==> src/rtl/uart_pkt_rx.sv <==
// Frame parser behind the UART receiver: SOF, LEN, LEN payload bytes, CHK.
// Payload is held in a local buffer and released on valid/ready only once the checksum matches.
module uart_pkt_rx #(
  parameter logic [7:0] SOF     = 8'hA5,
  parameter int         MAX_LEN = 16,
  parameter int         TIMEOUT = 20000
) (
  input  logic       clk,
  input  logic       rst,
  input  logic [7:0] rx_data,
  input  logic       rx_valid,
  input  logic       rx_par_err,
  output logic [7:0] pkt_data,
  output logic       pkt_valid,
  input  logic       pkt_ready,
  output logic       pkt_last,
  output logic       frame_ok,
  output logic       err,
  output logic [2:0] err_code
);

  localparam int PW = (MAX_LEN > 1) ? $clog2(MAX_LEN) : 1;
  localparam int TW = (TIMEOUT > 1) ? $clog2(TIMEOUT) : 1;

  localparam logic [2:0] E_PAR = 3'd1;
  localparam logic [2:0] E_LEN = 3'd2;
  localparam logic [2:0] E_CHK = 3'd3;
  localparam logic [2:0] E_TMO = 3'd4;
  localparam logic [2:0] E_OVR = 3'd5;

  typedef enum logic [2:0] {S_IDLE, S_LEN, S_DATA, S_CHK, S_SEND} state_t;

  state_t        state, state_nx;
  logic [7:0]    mem [MAX_LEN];
  logic [7:0]    len, sum;
  logic [PW-1:0] wr_ptr, rd_ptr;
  logic [TW-1:0] tmo_cnt;
  logic          err_nx, ok_nx;
  logic [2:0]    code_nx;
  logic          frame_open, tmo_hit, wr_last, rd_last, len_bad, xfer;

  assign frame_open = state inside {S_LEN, S_DATA, S_CHK};
  // A byte arriving on the terminal cycle keeps the frame alive.
  assign tmo_hit    = frame_open && !rx_valid && (tmo_cnt == TW'(TIMEOUT - 1));
  assign wr_last    = 8'(wr_ptr) == (len - 8'd1);
  assign rd_last    = 8'(rd_ptr) == (len - 8'd1);
  assign len_bad    = (rx_data == 8'd0) || (rx_data > 8'(MAX_LEN));

  assign pkt_valid  = state == S_SEND;
  assign pkt_last   = pkt_valid && rd_last;
  assign pkt_data   = pkt_valid ? mem[rd_ptr] : 8'd0;
  assign xfer       = pkt_valid && pkt_ready;

  always_comb begin
    state_nx = state;
    err_nx   = 1'b0;
    code_nx  = 3'd0;
    ok_nx    = 1'b0;
    case (state)
      S_IDLE: begin
        if (rx_valid && !rx_par_err && rx_data == SOF) state_nx = S_LEN;
      end
      S_LEN: begin
        if (rx_valid) begin
          if (rx_par_err) begin
            err_nx = 1'b1; code_nx = E_PAR; state_nx = S_IDLE;
          end else if (len_bad) begin
            err_nx = 1'b1; code_nx = E_LEN; state_nx = S_IDLE;
          end else begin
            state_nx = S_DATA;
          end
        end
      end
      S_DATA: begin
        if (rx_valid) begin
          if (rx_par_err) begin
            err_nx = 1'b1; code_nx = E_PAR; state_nx = S_IDLE;
          end else if (wr_last) begin
            state_nx = S_CHK;
          end
        end
      end
      S_CHK: begin
        if (rx_valid) begin
          if (rx_par_err) begin
            err_nx = 1'b1; code_nx = E_PAR; state_nx = S_IDLE;
          end else if (rx_data != sum) begin
            err_nx = 1'b1; code_nx = E_CHK; state_nx = S_IDLE;
          end else begin
            ok_nx = 1'b1; state_nx = S_SEND;
          end
        end
      end
      S_SEND: begin
        // Bytes arriving while draining are dropped, never parsed.
        if (rx_valid) begin
          err_nx = 1'b1; code_nx = E_OVR;
        end
        if (xfer && rd_last) state_nx = S_IDLE;
      end
      default: state_nx = S_IDLE;
    endcase
    if (tmo_hit) begin
      err_nx = 1'b1; code_nx = E_TMO; state_nx = S_IDLE;
    end
  end

  always_ff @(posedge clk) begin
    if (rst) begin
      state    <= S_IDLE;
      len      <= 8'd0;
      sum      <= 8'd0;
      wr_ptr   <= '0;
      rd_ptr   <= '0;
      tmo_cnt  <= '0;
      err      <= 1'b0;
      err_code <= 3'd0;
      frame_ok <= 1'b0;
    end else begin
      state    <= state_nx;
      err      <= err_nx;
      err_code <= code_nx;
      frame_ok <= ok_nx;
      tmo_cnt  <= (frame_open && !rx_valid && !tmo_hit) ? tmo_cnt + TW'(1) : '0;
      if (rx_valid && !rx_par_err) begin
        case (state)
          S_LEN: begin
            if (!len_bad) begin
              len    <= rx_data;
              sum    <= rx_data;
              wr_ptr <= '0;
            end
          end
          S_DATA: begin
            sum    <= sum + rx_data;
            wr_ptr <= wr_ptr + PW'(1);
          end
          S_CHK: begin
            if (rx_data == sum) rd_ptr <= '0;
          end
          default: ;
        endcase
      end
      if (xfer) rd_ptr <= rd_ptr + PW'(1);
    end
  end

  always_ff @(posedge clk) begin
    if (state == S_DATA && rx_valid && !rx_par_err) mem[wr_ptr] <= rx_data;
  end

endmodule

==> config.mk <==
export PLATFORM = sky130hd
export DESIGN_NAME = uart_pkt_rx
export DESIGN_NICKNAME = d
export VERILOG_FILES = /design/src/rtl/uart_pkt_rx.sv
export SDC_FILE = /design/constraint.sdc
export NUM_CORES = 1
export LEC_CHECK = 0
export ABC_AREA = 1
export CAP_MARGIN = 20
export CELL_PAD_IN_SITES_DETAIL_PLACEMENT = 1
export CELL_PAD_IN_SITES_GLOBAL_PLACEMENT = 2
export CORE_UTILIZATION = 35
export CTS_CLUSTER_DIAMETER = 120
export CTS_CLUSTER_SIZE = 30
export DETAILED_ROUTE_END_ITERATION = 12
export PLACE_DENSITY = 0.69
export SLEW_MARGIN = 20
export SYNTH_ARGS = -nofsm -noshare
export SYNTH_HDL_FRONTEND = slang
export SYNTH_SLANG_ARGS = --single-unit
==> constraint.sdc <==
create_clock -name clk -period 1.6 [get_ports clk]
set_input_delay 0.32 -clock clk [delete_from_list [all_inputs] [get_ports clk]]
set_output_delay 0.32 -clock clk [all_outputs]
set_load 0.01 [all_outputs]
==> reports/results.ini, run 1 <==
[setup_path]
rrSetupSlack_ns = -0.19
rr_endpoint = state[1]$_SDFFE_PP0P_
arrival_ns = 2.03
endpoint_kind = primary output
cp_max_fo = 5
r2r-start = len[1]$_SDFFE_PP0P_
r2r_cells = 14
cp-start-kind = flip-flop
worstPathRequired_ns = 1.28
worstSetupPathType = flip-flop to primary output

[route]
ant_nets = 0
route.vias.total = 6614
drtIter0Drc = 347
wl_per_cell_um = 20.68
wirelength_mm = 26.08
routed.top_layer = met4
met3_length_um = 940
wl_met1_mm = 10.63
wl_met2_mm = 13.86
viasPerCell = 5.245
drc_errors = 1
first_pass_iters = 11

[synth]
syn_nets = 807
yosysSeqAreaShare = 0.6133
synth_top_flop_cell = edfxtp_1
yosys.cell_types.count = 44
synth_area_um2 = 7931
synthArstFlopShare = 0
synthCells = 779
synth.top_cell.area_share = 0.4846
yosysWarnings = 0
synth.largest_area_cell = edfxtp_1
yosysMostFrequentCell = edfxtp_1
synth_commonest_cells = edfxtp_1, nor2_1, nand2_1, o21ai_0, dfxtp_1
synth.avg_cell_area_um2 = 10.18
synth_seq_cells = 179
synth_edf_count = 128
ys_top_cells_by_area = edfxtp_1, dfxtp_1, nor2_1, nand2_1, o21ai_0

[sta]
fin_crit_ns = 2.348
max_slew_margin = 0.7226
rsz0062_at_grt = true
period_share = 1.467
worst_pin_slew_ns = 0.4123
layout_setup_ws_ns = -0.7478
fmax_mhz = 425.9
final-setup-viol-count = 142
drv_slew = 0
clock_skew_ns = 0.01171
hold_violations = 0

[status]
violations = DRC, setup timing
status = complete, but fails checks

[floorplan]
initial_core_util = 0.3601
rows = 54
coreArea_um2 = 22030
die_area_um2 = 23270
die_y_um = 152.5
die_w_um = 152.5
ios = 28

[pwr]
power.leakage_nw = 4.299
power_mw = 11.35
vdd_ir_drop_max_mv = 0.7259
p_per_area_nw_per_um2 = 969.1

[cts]
clock_sinks = 179
clk_pin_slew_ns = 0.07
htree_levels = 4
cts_tree = done
worstSkewPairLatency_ns = 0.45
max-clock-path-buffers = 2
cts_made_buffers = 17
hold_buffers = 0
clock-root-buffer = clkbuf_16

[global_routing]
antenna_found_initial = 0
grt_max_degree = 23
grt_pass1_wl_mm = 39.12
first_global_vias = 7099
track_usage = 0.2230
grt_overflow = 0

[worst_hold_path]
hold_path_end = sum[4]$_SDFFE_PP0P_
min_path_type = primary input to flip-flop
hold_start = rx_data[4]
hold-path-cell-count = 4

[layout]
diodes = 0
finalCoreUtilization = 0.5316
layout-drive-gt1-share = 0.4220
syn2layout_area_growth_pct = 47.63
nets = 996

[place]
placement.io_buffers = 27
gp_congestion = 0.8220
post-dp-hpwl_mm = 16.90

[flow_run]
cap_violations = 0

-- cells by family (layout without fill, tap and decap cells) --
kind of cell | count (synthesis) | count (layout) | synth area share
AOI/OAI and AO/OA | 183 | 183 | 0.1346
xor gates and xnor gates | 9 | 9 | 0.009938
adders and majority gates | 15 | 15 | 0.02461
buffers and inverters | 92 | 293 | 0.04606
DFF | 179 | 179 | 0.6133
and+or+nand+nor | 301 | 302 | 0.1715
-- power breakdown --
group	switching, mW	internal (mW)	total, mW
Clock	1.91	2.17	4.09
Combinational	1.17	0.973	2.14
Sequential	0.0748	5.05	5.12
-- sequential cells by signal, indices dropped and copies added (netlist names), named ones only --
name and count:
err_code 3, sum 8, wr_ptr 4, frame_ok 1, state 3, err 1
len 8, tmo_cnt 15, rd_ptr 4, mem 128
-- per-stage QoR --
stage	hold slack [ns]	setup TNS (ns)	instance area, um2	cells	worst slack (ns)
floorplan	0.4189	0	8089	779	0.003955
global placement	0.4343	-77.12	9857	1185	-0.8184
detailed placement	0.4642	-82.51	9857	1185	-0.8415
CTS	0.4045	-21.92	11130	1244	-0.7259
global route	0.4271	-29.11	11710	1261	-0.7724
finish	0.4190	-18.37	11710	1261	-0.7478
-- per-layer routing --
layer	up-vias	global-route usage
met5	-	0
met4	0	0.08033
met3	45	0.04209
met2	124	0.4033
met1	3305	0.2633
li1	3140	-
-- final cells by class --
| cell class | instances | area (um2) |
|---|---|---|
| clock buffer | 19 | 432.9 |
| inverter | 62 | 260.3 |
| tap | 280 | 350.3 |
| clock inverter | 13 | 123.9 |
| timing repair buffer | 198 | 2082 |
| fill | 2333 | 10320 |
| timing repair inverter | 1 | 11.26 |
| multi-input combinational | 509 | 3548 |
| sequential | 179 | 4900 |
-- cell usage in the layout (no fill, tap or decap), types with 30 or more instances in the layout --
cell type and n:
nor2_4 32, dfxtp_1 31, buf_4 108, nor2_1 84
buf_12 30, nand2_1 70, inv_1 35, edfxtp_1 128
o21ai_0 50
-- worst max-delay path, cell delays in order, from the launching register on --
cell,delay (ns)
dfxtp_4,0.41
inv_6,0.06
buf_12,0.14
buf_12,0.14
clkbuf_16,0.15
o21ai_2,0.13
o22ai_2,0.09
o211ai_1,0.20
a21oi_1,0.11
buf_2,0.16
-- worst max-delay path by stage --
stage | slack, ns | to | cells after the start | startpoint
6_report | -0.75 | pkt_data[7] | 9 | flip-flop
5_1_grt | -0.77 | pkt_data[7] | 9 | flip-flop
4_1_cts | -0.73 | pkt_data[2] | 9 | flip-flop
3_5_place_dp | -0.84 | rd_ptr[3]$_SDFFE_PP0P_ | 9 | rx_data[2]
3_3_place_gp | -0.82 | sum[4]$_SDFFE_PP0P_ | 10 | rx_data[0]
2_1_floorplan | 0.004 | pkt_data[2] | 7 | flip-flop
-- timing repair --
action | 4_1_cts | 5_1_grt
gates resized for setup | 189 | 113
setup buffers | 25 | 17
setup endpoints to repair | 180 | 180
cloned | 3 | 5
pin swaps | 63 | 72
Note: power is estimated with default switching activity, not from simulation.
==> run 2: changes to the inputs <==
- ABC_AREA: 1 -> unset
- PLACE_DENSITY: 0.69 -> 0.63
==> reports/results.ini, run 2 <==
[sta]
period_share = 1.688
max_slew_margin = 0.7433
worst_pin_slew_ns = 0.3821
final-setup-viol-count = 157
layout_setup_ws_ns = -1.101
hold_violations = 0
fin_crit_ns = 2.701
rsz0062_at_grt = true
clock_skew_ns = 0.01026
drv_slew = 0
fmax_mhz = 370.2
finalSetupTns_ns = -23.72

[synth]
yosysMostFrequentCell = edfxtp_1
synth_seq_cells = 179
synthCells = 531
synth_commonest_cells = edfxtp_1, dfxtp_1, nor2_1, mux4_2
synth.avg_cell_area_um2 = 14.54
yosysWarnings = 0
syn_nets = 559
yosys.cell_types.count = 54
synth.top_cell.area_share = 0.4977
ys_top_cells_by_area = edfxtp_1, dfxtp_1, mux4_2, nor2_1, ha_1
synth.largest_area_cell = edfxtp_1
yosysSeqAreaShare = 0.6299
synth_edf_count = 128
synth_area_um2 = 7722
synthArstFlopShare = 0
synth_top_flop_cell = edfxtp_1

[floorplan]
initial_core_util = 0.3617
die_area_um2 = 22660
ios = 28
die_y_um = 150.5
coreArea_um2 = 21350
die_w_um = 150.5
rows = 53

[setup_path]
cpMaxStageDelayCell = mux4_2
cp_max_fo = 7
path_cells = buf_6 -> buf_12 -> mux4_2 -> mux4_2 -> and2_4 -> buf_6
r2r-start = len[0]$_SDFFE_PP0P_
arrival_ns = 2.38
rrSetupSlack_ns = -0.45
cp-start-kind = flip-flop
critPathMaxStageDelay_ns = 0.52
rr_endpoint = state[1]$_SDFFE_PP0P_
endpoint_kind = primary output
worstSetupPathType = flip-flop to primary output
r2r_cells = 8
worstPathRequired_ns = 1.28

[cts]
clock-root-buffer = clkbuf_16
worstSkewPairLatency_ns = 0.43
hold_buffers = 0
cts_tree = done
cts_made_buffers = 17
clock_sinks = 179
htree_levels = 4
clk_pin_slew_ns = 0.07
max-clock-path-buffers = 2

[route]
viasPerCell = 5.129
wirelength_mm = 21.55
drc_errors = 0
route.vias.total = 5098
drtIter0Drc = 252
first_pass_iters = 4
wl_per_cell_um = 21.68
ant_nets = 0

[place]
placement.io_buffers = 27
place_ws_ns = -1.001
gp_congestion = 0.7947
placed_area_um2 = 9542
post-dp-hpwl_mm = 14.29

[layout]
nets = 734
layout-drive-gt1-share = 0.5035
largest_register = mem
final_area_um2 = 10860
final_common_cell = edfxtp_1
layout_common_cells = edfxtp_1, buf_4, mux4_2
largest_reg_flops = 128
reg.largest.list = mem (128), tmo_cnt (15)
diodes = 0
syn2layout_area_growth_pct = 40.65

[global_routing]
track_usage = 0.2023
grt_overflow = 0
grt_max_degree = 33
first_global_vias = 5657
antenna_found_initial = 0
grt_pass1_wl_mm = 32.78

[flow_run]
cap_violations = 0

[worst_hold_path]
min_path_type = primary input to flip-flop
hold_path_end = mem[11][0]$_DFFE_PP_
hold-path-cell-count = 1
hold_start = rx_data[0]

[pwr]
vdd_ir_drop_max_mv = 0.6939
p_per_area_nw_per_um2 = 867.3
power_mw = 9.420
power.leakage_nw = 3.911

[status]
violations = setup timing
status = complete, but fails checks

## run 2: changes by cell type in the layout (fill, tap and decap cells not counted), sizes merged, moves of 34 or more
cell / before / now
o21ai: 83 / 7
mux4: 0 / 40
inv: 68 / 16
nand3: 45 / 11
nand2: 98 / 27
nor2: 131 / 51
## run 2: where the power goes
| group | switching, mW | internal (mW) |
|---|---|---|
| clock | 1.95 | 2.22 |
| combinational | 0.174 | 0.132 |
| sequential | 0.0000612 | 4.95 |
| total | 2.12 | 7.30 |
## run 2: metrics by stage
step                  util  hold WS, ns  cells
CTS                 0.5037       0.2608    996
detailed placement  0.4469       0.4603    931
floorplan                -       0.4189    531
global placement    0.4469       0.4461    931
finish              0.5087       0.1378    994
global route        0.5087       0.1187    994
## run 2: worst max-delay path: cells and delay by family (launching register included)
| kind | cells | cell delay [ns] |
|---|---|---|
| AND/OR/NAND/NOR | 1 | 0.16 |
| buffers and inverters | 3 | 0.38 |
| flip-flops | 1 | 0.38 |
| multiplexers | 2 | 1.01 |
## run 2: worst max-delay path by stage
stage | to | cells after the start | from | slack, ns
detailed placement | sum[7]$_SDFFE_PP0P_ | 9 | rx_data[1] | -1.00
global placement | sum[7]$_SDFFE_PP0P_ | 9 | rx_data[1] | -1.00
floorplan | pkt_data[0] | 5 | flip-flop | -0.41
CTS | pkt_data[0] | 7 | flip-flop | -1.14
global route | pkt_data[7] | 6 | flip-flop | -1.16
finish | pkt_data[7] | 6 | flip-flop | -1.10
## run 2: kinds of logic after synthesis
logic type               count (synthesis)  share of synthesized area
flip-flops                             179                     0.6299
XOR/XNOR                                31                    0.03516
AO/OA/AOI/OAI                           43                    0.03937
AND/OR/NAND/NOR                        182                     0.1230
adder cells (fa/ha/maj)                 15                    0.02528
multiplexers                            47                     0.1261
buffers and inverters                   34                    0.02122
## run 2: final cells by class
type / count / area (um2)
Fill cell: 2066 / 10490
Sequential cell: 179 / 4885
Multi-Input combinational cell: 319 / 3311
Timing Repair Buffer: 178 / 1680
Clock buffer: 17 / 425.4
Tap cell: 275 / 344.1
Clock inverter: 15 / 167.7
Inverter: 11 / 48.80
## run 2: what timing repair did
| item | CTS | global route |
|---|---|---|
| resized for setup | 171 | 46 |
| endpoints found under the setup margin | 178 | 185 |
| setup buffers | 36 | 12 |
| pin swaps | 67 | 47 |
| cloned | 4 | 0 |
## run 2: routing by layer
metal  vias up  GRT usage  routed length, um
li1       2363          -                  -
met1      2615     0.2466               9345
met2        94     0.3629              11290
met3        26    0.03242                538
met4         0    0.06515                373
met5         -          0                  0
==> run 3: changes to the inputs <==
- PLACE_DENSITY: 0.63 -> unset
- PLACE_DENSITY_LB_ADDON: unset -> 0.1
==> reports/results.ini, run 3 (synthesis results as in run 2) <==
[layout]
layout-drive-gt1-share = 0.5014
syn2layout_area_growth_pct = 39.52
layout_common_cells = edfxtp_1, buf_4, dfxtp_1
diodes = 0
largest_register = mem
num-fill-cells = 2125
nets = 731
final_area_um2 = 10770
final_common_cell = edfxtp_1
reg.largest.list = mem (128), tmo_cnt (15)
largest_reg_flops = 128

[global_routing]
first_global_vias = 5516
grt_max_degree = 33
grt_pass1_wl_mm = 32.66
grt_overflow = 0
antenna_found_initial = 0
track_usage = 0.2001

[setup_path]
crit_top_cell = mux4_2
worstPathRequired_ns = 1.28
r2r-start = len[0]$_SDFFE_PP0P_
worstSetupPathType = flip-flop to primary output
cpMaxStageDelayCell = mux4_2
critPathMaxStageDelay_ns = 0.52
path_cells = buf_12 -> buf_8 -> mux4_2 -> mux4_2 -> and2_4 -> buf_6
path_buf_inv = 3
endpoint_kind = primary output
r2r_cells = 8
arrival_ns = 2.36
cp_max_fo = 4
rrSetupSlack_ns = -0.46
cp_top_family = multiplexers
cp-start-kind = flip-flop
rr_endpoint = state[1]$_SDFFE_PP0P_

[sta]
layout_setup_ws_ns = -1.082
rsz0062_at_grt = true
final-setup-viol-count = 160
period_share = 1.676
holdWs_ns = 0.3340
drv_slew = 0
hold_violations = 0
worst_pin_slew_ns = 0.4159
fmax_mhz = 372.8
fin_crit_ns = 2.682
max_slew_margin = 0.7202
clock_skew_ns = 0.01014

[pwr]
vdd_ir_drop_max_mv = 0.7163
seqPwrFrac = 0.514
swShare = 0.2354
p_per_area_nw_per_um2 = 891.9
power_mw = 9.610
pwr-share-clk = 0.452
pwr-share-comb = 0.033
intPower_mw = 7.347
power.leakage_nw = 3.900
netSwitchingPower_mw = 2.262

[floorplan]
die_w_um = 150.5
die_y_um = 150.5
ios = 28
die_area_um2 = 22660
initial_core_util = 0.3617
coreArea_um2 = 21350
rows = 53

[cts]
worstSkewPairLatency_ns = 0.44
htree_levels = 4
clk_pin_slew_ns = 0.08
max-clock-path-buffers = 2
clock-root-buffer = clkbuf_16
cts_tree = done
clock_sinks = 179
hold_buffers = 0
cts_made_buffers = 17

[route]
wirelength_mm = 20.94
wl_per_cell_um = 21.13
viasPerCell = 5.082
ant_nets = 0
first_pass_iters = 4
route.vias.total = 5036
drc_errors = 0
drtIter0Drc = 190

[worst_hold_path]
min_path_type = primary input to flip-flop
hold-path-cell-count = 2
hold_path_end = mem[8][1]$_DFFE_PP_
hold_start = rx_data[1]

[place]
placement.io_buffers = 27
gp_congestion = 0.7471
place_ws_ns = -1.068
placed_area_um2 = 9402
post-dp-hpwl_mm = 14.10

[status]
violations = setup timing
status = complete, but fails checks

[flow_run]
cap_violations = 0

-- run 3: power by group through the flow --
stage	clock [mW]	combinational (mW)	sequential, mW
5_1_grt	4.56	0.344	4.94
3_3_place_gp	0	0.279	5.05
4_1_cts	4.41	0.311	4.95
6_report	4.35	0.321	4.94
2_1_floorplan	0	0.0743	5.06
3_5_place_dp	0	0.286	5.05
-- run 3: metrics by stage --
step | std cells | setup TNS [ns] | util
floorplan | 531 | -4.534 | -
global placement | 924 | -108.39 | 0.4403
detailed placement | 924 | -112.81 | 0.4403
CTS | 987 | -21.00 | 0.4972
global route | 991 | -34.44 | 0.5046
finish | 991 | -20.70 | 0.5046
-- run 3: worst max path at each step --
stage | end | slack [ns] | cells past startpoint
after floorplan | pkt_data[0] | -0.41 | 5
after global placement | sum[7]$_SDFFE_PP0P_ | -1.07 | 8
after detailed placement | sum[7]$_SDFFE_PP0P_ | -1.07 | 8
after CTS | pkt_data[7] | -1.17 | 7
after global routing | pkt_data[3] | -1.15 | 5
final | pkt_data[3] | -1.08 | 6
-- run 3: timing repair --
| action | 4_1_cts | 5_1_grt |
|---|---|---|
| endpoints found under the setup margin | 182 | 186 |
| buffers inserted | 31 | 13 |
| gates resized for setup | 158 | 55 |
| pin swaps | 54 | 42 |
| cloned | 3 | 0 |
-- run 3: layer usage --
| layer | wire [um] | global-route usage | vias to the layer above |
|---|---|---|---|
| met2 | 11160 | 0.3624 | 76 |
| met4 | 294 | 0.06667 | 0 |
| met5 | 0 | 0 | - |
| met1 | 8979 | 0.2428 | 2583 |
| met3 | 510 | 0.02758 | 19 |
| li1 | - | - | 2358 |
-- run 3: area by class of cell --
type	instances	area [um2]	share of cell area
repair buffers	175	1623	0.1506
clock inverters	14	182.7	0.01696
well taps	275	344.1	0.03194
clock buffers	18	429.2	0.03983
inverters	11	41.29	0.003832
flip-flops and latches	179	4887	0.4536
multi-input cells	319	3267	0.3032
-- run 3: worst reg2reg max path, delay by kind of cell (launching register included) --
kind,cells,cell delay (ns)
and+or+nand+nor,2,0.48
AOI/OAI and AO/OA,3,0.57
buffers and inverters,2,0.27
muxes,1,0.29
DFF,1,0.35
